<file path="src/rtl/imm_gen_pipe.sv">
// RV32/RV64 immediate decoder feeding a DEPTH-entry output FIFO. Optional macro
// IMM_GEN_PIPE_ILLEGAL_EN adds a per-entry out_illegal flag.
module imm_gen_pipe #(
    parameter int XLEN  = 32,
    parameter int DEPTH = 4,
    parameter int TAG_W = 4
) (
    input  logic                     clk,
    input  logic                     rst_n,
    input  logic                     flush,
    input  logic                     in_valid,
    output logic                     in_ready,
    input  logic [31:0]              in_inst,
    input  logic [TAG_W-1:0]         in_tag,
    output logic                     out_valid,
    input  logic                     out_ready,
    output logic [XLEN-1:0]          out_imm,
    output logic [2:0]               out_fmt,
    output logic [TAG_W-1:0]         out_tag,
    output logic [$clog2(DEPTH):0]   count
`ifdef IMM_GEN_PIPE_ILLEGAL_EN
    ,
    output logic                     out_illegal
`endif
);

    localparam int AW = $clog2(DEPTH);
    localparam int CW = AW + 1;

    localparam logic [2:0] FMT_I    = 3'd0;
    localparam logic [2:0] FMT_S    = 3'd1;
    localparam logic [2:0] FMT_B    = 3'd2;
    localparam logic [2:0] FMT_U    = 3'd3;
    localparam logic [2:0] FMT_J    = 3'd4;
    localparam logic [2:0] FMT_SH   = 3'd5;
    localparam logic [2:0] FMT_NONE = 3'd7;

    typedef struct packed {
        logic [XLEN-1:0]  imm;
        logic [2:0]       fmt;
        logic [TAG_W-1:0] tag;
`ifdef IMM_GEN_PIPE_ILLEGAL_EN
        logic             illegal;
`endif
    } entry_t;

    logic [AW-1:0] wr_ptr_q, wr_ptr_d;
    logic [AW-1:0] rd_ptr_q, rd_ptr_d;
    logic [CW-1:0] count_q, count_d;
    entry_t        mem_q [DEPTH];
    entry_t        mem_d [DEPTH];
    entry_t        dec;
    entry_t        head;
    logic [31:0]   raw;
    logic          push;
    logic          pop;

    // Decode ahead of storage; raw is a 32-bit sign-extended immediate, widened by cast.
    always_comb begin
        dec     = '0;
        dec.tag = in_tag;
        dec.fmt = FMT_NONE;
        raw     = '0;
        unique case (in_inst[6:0])
            7'b0010011: begin
                if (in_inst[13:12] == 2'b01) begin
                    dec.fmt = FMT_SH;
                    raw     = (XLEN == 64) ? {26'b0, in_inst[25:20]} : {27'b0, in_inst[24:20]};
                end else begin
                    dec.fmt = FMT_I;
                    raw     = {{20{in_inst[31]}}, in_inst[31:20]};
                end
            end
            7'b0000011, 7'b1100111: begin
                dec.fmt = FMT_I;
                raw     = {{20{in_inst[31]}}, in_inst[31:20]};
            end
            7'b0100011: begin
                dec.fmt = FMT_S;
                raw     = {{20{in_inst[31]}}, in_inst[31:25], in_inst[11:7]};
            end
            7'b1100011: begin
                dec.fmt = FMT_B;
                raw     = {{19{in_inst[31]}}, in_inst[31], in_inst[7], in_inst[30:25],
                           in_inst[11:8], 1'b0};
            end
            7'b0110111, 7'b0010111: begin
                dec.fmt = FMT_U;
                raw     = {in_inst[31:12], 12'b0};
            end
            7'b1101111: begin
                dec.fmt = FMT_J;
                raw     = {{11{in_inst[31]}}, in_inst[31], in_inst[19:12], in_inst[20],
                           in_inst[30:21], 1'b0};
            end
            default: begin
                dec.fmt = FMT_NONE;
                raw     = '0;
            end
        endcase
`ifdef IMM_GEN_PIPE_ILLEGAL_EN
        if (in_inst[1:0] != 2'b11) begin
            dec.fmt = FMT_NONE;
            raw     = '0;
        end
        dec.illegal = (dec.fmt == FMT_NONE);
`endif
        dec.imm = XLEN'($signed(raw));
    end

    // Handshake: a transfer happens on a rising edge where valid && ready are both high;
    // in_ready depends only on count, so a full FIFO never accepts even while popping.
    assign push = in_valid && in_ready;
    assign pop  = out_valid && out_ready;

    always_comb begin
        wr_ptr_d = wr_ptr_q;
        rd_ptr_d = rd_ptr_q;
        count_d  = count_q;
        mem_d    = mem_q;
        if (flush) begin
            wr_ptr_d = '0;
            rd_ptr_d = '0;
            count_d  = '0;
        end else begin
            if (push) begin
                mem_d[wr_ptr_q] = dec;
                wr_ptr_d        = wr_ptr_q + AW'(1);
            end
            if (pop) begin
                rd_ptr_d = rd_ptr_q + AW'(1);
            end
            unique case ({push, pop})
                2'b10:   count_d = count_q + CW'(1);
                2'b01:   count_d = count_q - CW'(1);
                default: count_d = count_q;
            endcase
        end
    end

    always_ff @(posedge clk or negedge rst_n) begin
        if (!rst_n) begin
            wr_ptr_q <= '0;
            rd_ptr_q <= '0;
            count_q  <= '0;
            for (int i = 0; i < DEPTH; i++) begin
                mem_q[i] <= '0;
            end
        end else begin
            wr_ptr_q <= wr_ptr_d;
            rd_ptr_q <= rd_ptr_d;
            count_q  <= count_d;
            mem_q    <= mem_d;
        end
    end

    // Storage is zeroed by reset, so the head read shows all-zero outputs while in reset.
    assign head      = mem_q[rd_ptr_q];
    assign out_imm   = head.imm;
    assign out_fmt   = head.fmt;
    assign out_tag   = head.tag;
    assign out_valid = (count_q != '0);
    assign in_ready  = (count_q != CW'(DEPTH));
    assign count     = count_q;
`ifdef IMM_GEN_PIPE_ILLEGAL_EN
    assign out_illegal = head.illegal;
`endif

endmodule

</file>
<file path="config.mk">
export PLATFORM = sky130hd
export DESIGN_NAME = imm_gen_pipe
export DESIGN_NICKNAME = d
export VERILOG_FILES = /design/src/rtl/imm_gen_pipe.sv
export SDC_FILE = /design/constraint.sdc
export NUM_CORES = 1
export LEC_CHECK = 0
export CORE_MARGIN = 5
export CORE_UTILIZATION = 50
export CTS_CLUSTER_DIAMETER = 100
export CTS_CLUSTER_SIZE = 24
export DETAILED_ROUTE_END_ITERATION = 10
export GPL_ROUTABILITY_DRIVEN = 0
export GPL_TIMING_DRIVEN = 0
export MAX_ROUTING_LAYER = met4
export PLACE_DENSITY = 0.72
export SLEW_MARGIN = 15
export SYNTH_ARGS = -nofsm -noshare
export SYNTH_HDL_FRONTEND = slang
export SYNTH_SLANG_ARGS = --single-unit
</file>
<file path="constraint.sdc">
create_clock -name clk -period 3.05 [get_ports clk]
set_input_delay 0.61 -clock clk [delete_from_list [all_inputs] [get_ports clk]]
set_output_delay 0.61 -clock clk [all_outputs]
set_load 0.01 [all_outputs]
</file>
==> impl_metrics.env <==
export IMPL_status="completed"
export IMPL_fin_crit_sh_pct=96.7
export IMPL_skew_ns=0.00664
export IMPL_cts_root_buf="clkbuf_16"
export IMPL_p_leak_nw=3.90
export IMPL_ys_seq_area_share_pct=53.6
export IMPL_synth_top_area_cell="dfrtp_1"
export IMPL_whs_ns=0.0897
export IMPL_cts_resized=16
export IMPL_p_per_area_mw_per_mm2=810
export IMPL_drv_slew=0
export IMPL_tightest_slew_ns=0.850
export IMPL_ir_drop_uv=555
export IMPL_fmax_mhz=339
export IMPL_netlist_cell_type_count=50
export IMPL_syn_nets=675
export IMPL_antenna_diode_count=0
export IMPL_final_common_cell="dfrtp_1"
export IMPL_p_int_mw=5.33
export IMPL_syn_area_per_cell_sq_um=12.1
export IMPL_required_ns=2.44
export IMPL_clkTransAtPathRegs_ns=0.06
export IMPL_clk_latency_ns=0.42
export IMPL_post_dp_hpwl_um=14100
export IMPL_vias=5812
export IMPL_netlist_area_sq_mm=0.00760
export IMPL_async_reset_ff_share_pct=100
export IMPL_netSwitchingFraction_pct=29.0
export IMPL_post_drt_wl_per_cell_um=22.1
export IMPL_drt_wl_total_um=20500
export IMPL_path_max_fanout=10
export IMPL_numClockSinks=163
export IMPL_p_comb_share_pct=31.6
export IMPL_post_cts_buffers=0
export IMPL_fin_crit_ns=2.95
export IMPL_multi_input_area_sq_mm=0.00328
export IMPL_drive_gt1_share_pct=14.6
export IMPL_hp_class="in2async"
export IMPL_grt_pass1_vias=6164
export IMPL_grt_pass1_wl_um=33300
export IMPL_r2r_slack_ns=0.40
export IMPL_postCtsHoldBufs=0
export IMPL_detail_route_antenna_nets=0
export IMPL_drtIter0Drc=555
export IMPL_cts_tree="yes"
export IMPL_power_share_clock_pct=27.9
export IMPL_critPathKind="reg2out"
export IMPL_seqCellArea_sq_mm=0.00408
export IMPL_synth_adder_area_share_pct=0.921
export IMPL_globalRouteOverflowTotal=0
export IMPL_ys_flop_type="dfrtp_1"
export IMPL_grt_max_degree=108
export IMPL_max_cap_violations=0
export IMPL_synthSimpleGateAreaFrac_pct=12.2
export IMPL_cts_inserted_buffers=17
export IMPL_synth_mux_area_share_pct=13.3
export IMPL_viasPerCell=6.28
export IMPL_core_area_sq_mm=0.0150
export IMPL_die_x_um=133
export IMPL_nFillCells=1190
export IMPL_die_y_um=133
export IMPL_final_nets=774
export IMPL_rows=45
export IMPL_syn_inst=629
export IMPL_synth_edf_count=0
export IMPL_critical_path_startpoint_type="register"
export IMPL_drc=0
export IMPL_synth_xor_area_share_pct=0.461
export IMPL_max_slew_margin_pct=42.8
export IMPL_syn2layout_area_growth_pct=21.8
export IMPL_start_util_pct=50.6
export IMPL_fp_dieArea_sq_mm=0.0178
export IMPL_ys_warn_count=0
export IMPL_rsz0062_at_grt="no"
export IMPL_ioPinCount=85
export IMPL_worstPathArrival_ns=2.34
export IMPL_final_hold_violation_count=0
export IMPL_grt_usage_pct=24.7
export IMPL_final_cell_mix="dfrtp_1 (163), nand2_1 (123), clkdlybuf4s50_1 (79)"
export IMPL_synth_top_family_by_area="compound AO/OA/AOI/OAI gates"
export IMPL_grt_antenna_before_repair=0
export IMPL_synth_compound_area_share_pct=16.2
export IMPL_final_area_sq_mm=0.00927
export IMPL_synth_area_leaders="dfrtp_1 (54%), mux4_2 (12%), nand2_1 (6.1%), o22a_1 (5.1%), a221o_1 (4.2%)"
export IMPL_power_frac_seq_pct=40.5
export IMPL_ys_ff_latch=163
export IMPL_synth_top_area_share_pct=53.6
export IMPL_drtPass1Iterations=5
export IMPL_setup_viol=0
export IMPL_htreeDepth=4
export IMPL_dpl_instance_area_sq_mm=0.00867
export IMPL_clock_path_buffers=2
export IMPL_power_switching_mw=2.17
export IMPL_io_buffers=80
export IMPL_crit_path_end_kind="primary output"
-- routing by layer --
layer	track usage [%]	share of wire [%]
met1	32.2	42
met2	38.7	50
met3	5.10	6.1
met4	8.86	2.1
met5	-	0
-- kinds of logic (layout without fill, tap and decap cells) --
| kind of cell | Yosys count | in the layout |
|---|---|---|
| buffers and inverters | 52 | 161 |
| flip-flops | 163 | 163 |
| multiplexers | 51 | 51 |
| AND/OR/NAND/NOR | 192 | 192 |
| AO/OA/AOI/OAI | 162 | 162 |
| XOR/XNOR | 4 | 4 |
| adder cells (fa/ha/maj) | 5 | 5 |
-- critical path: stages, from the launching register on --
cell and delay [ns]:
dfrtp_1 0.52, buf_4 0.32, mux4_2 0.57, clkdlybuf4s50_1 0.50
-- synth_stat cells, types with 6 or more instances --
cell type and count:
a21oi_1 7, a221o_1 32, and2_1 11, and3_1 6
buf_1 6, buf_6 7, clkbuf_1 35, dfrtp_1 163
mux2_2 9, mux4_2 39, nand2_1 123, nand3_2 8
nor2_1 12, o21ai_0 56, o22a_1 44
-- power groups by stage --
stage	logic [mW]	registers (mW)	clock network (mW)
floorplan	1.44	2.97	0
global placement	2.29	3.01	0
detailed placement	2.36	3.06	0
CTS	2.38	3.02	2.11
global route	2.55	3.12	2.20
finish	2.37	3.04	2.09
-- metrics by stage --
| step | TNS, ns | cells | setup slack (ns) | util (%) | power (mW) |
|---|---|---|---|---|---|
| floorplan | 0 | 629 | 0.771 | - | 4.41 |
| global placement | -793.28 | 897 | -4.85 | 57.5 | 5.31 |
| detailed placement | -4.26 | 898 | -0.126 | 57.7 | 5.41 |
| CTS | -3.64 | 927 | -0.126 | 61.5 | 7.52 |
| global route | 0 | 926 | 0.0146 | 61.6 | 7.87 |
| finish | 0 | 926 | 0.101 | 61.6 | 7.51 |
-- cell type report --
class,count,area share (%)
Sequential cell,163,44.0
Multi-Input combinational cell,414,35.4
Timing Repair Buffer,81,8.99
Clock buffer,19,4.67
Buffer,48,2.81
Tap cell,188,2.54
Clock inverter,10,1.49
Inverter,3,0.122
-- worst paths after layout --
| path | from | depth (start not counted) | end |
|---|---|---|---|
| min in group clk | mem_q[118] | 2 | mem_q[118] |
| max in group asynchronous | rst_n | 2 | mem_q[117] |
| hold / removal | rst_n | 1 | count[1] |
| setup / recovery | rd_ptr_q[0] | 3 | out_imm[5] |
| hold reg to reg | mem_q[118] | 2 | mem_q[118] |
| setup reg to reg | count[2] | 5 | mem_q[99] |
-- sequential cells by signal, indices dropped and copies added, names as in the netlist --
| signal | cells |
|---|---|
| count | 3 |
| mem_q | 156 |
| rd_ptr_q | 2 |
| wr_ptr_q | 2 |
(Power assumes the default switching activity.)
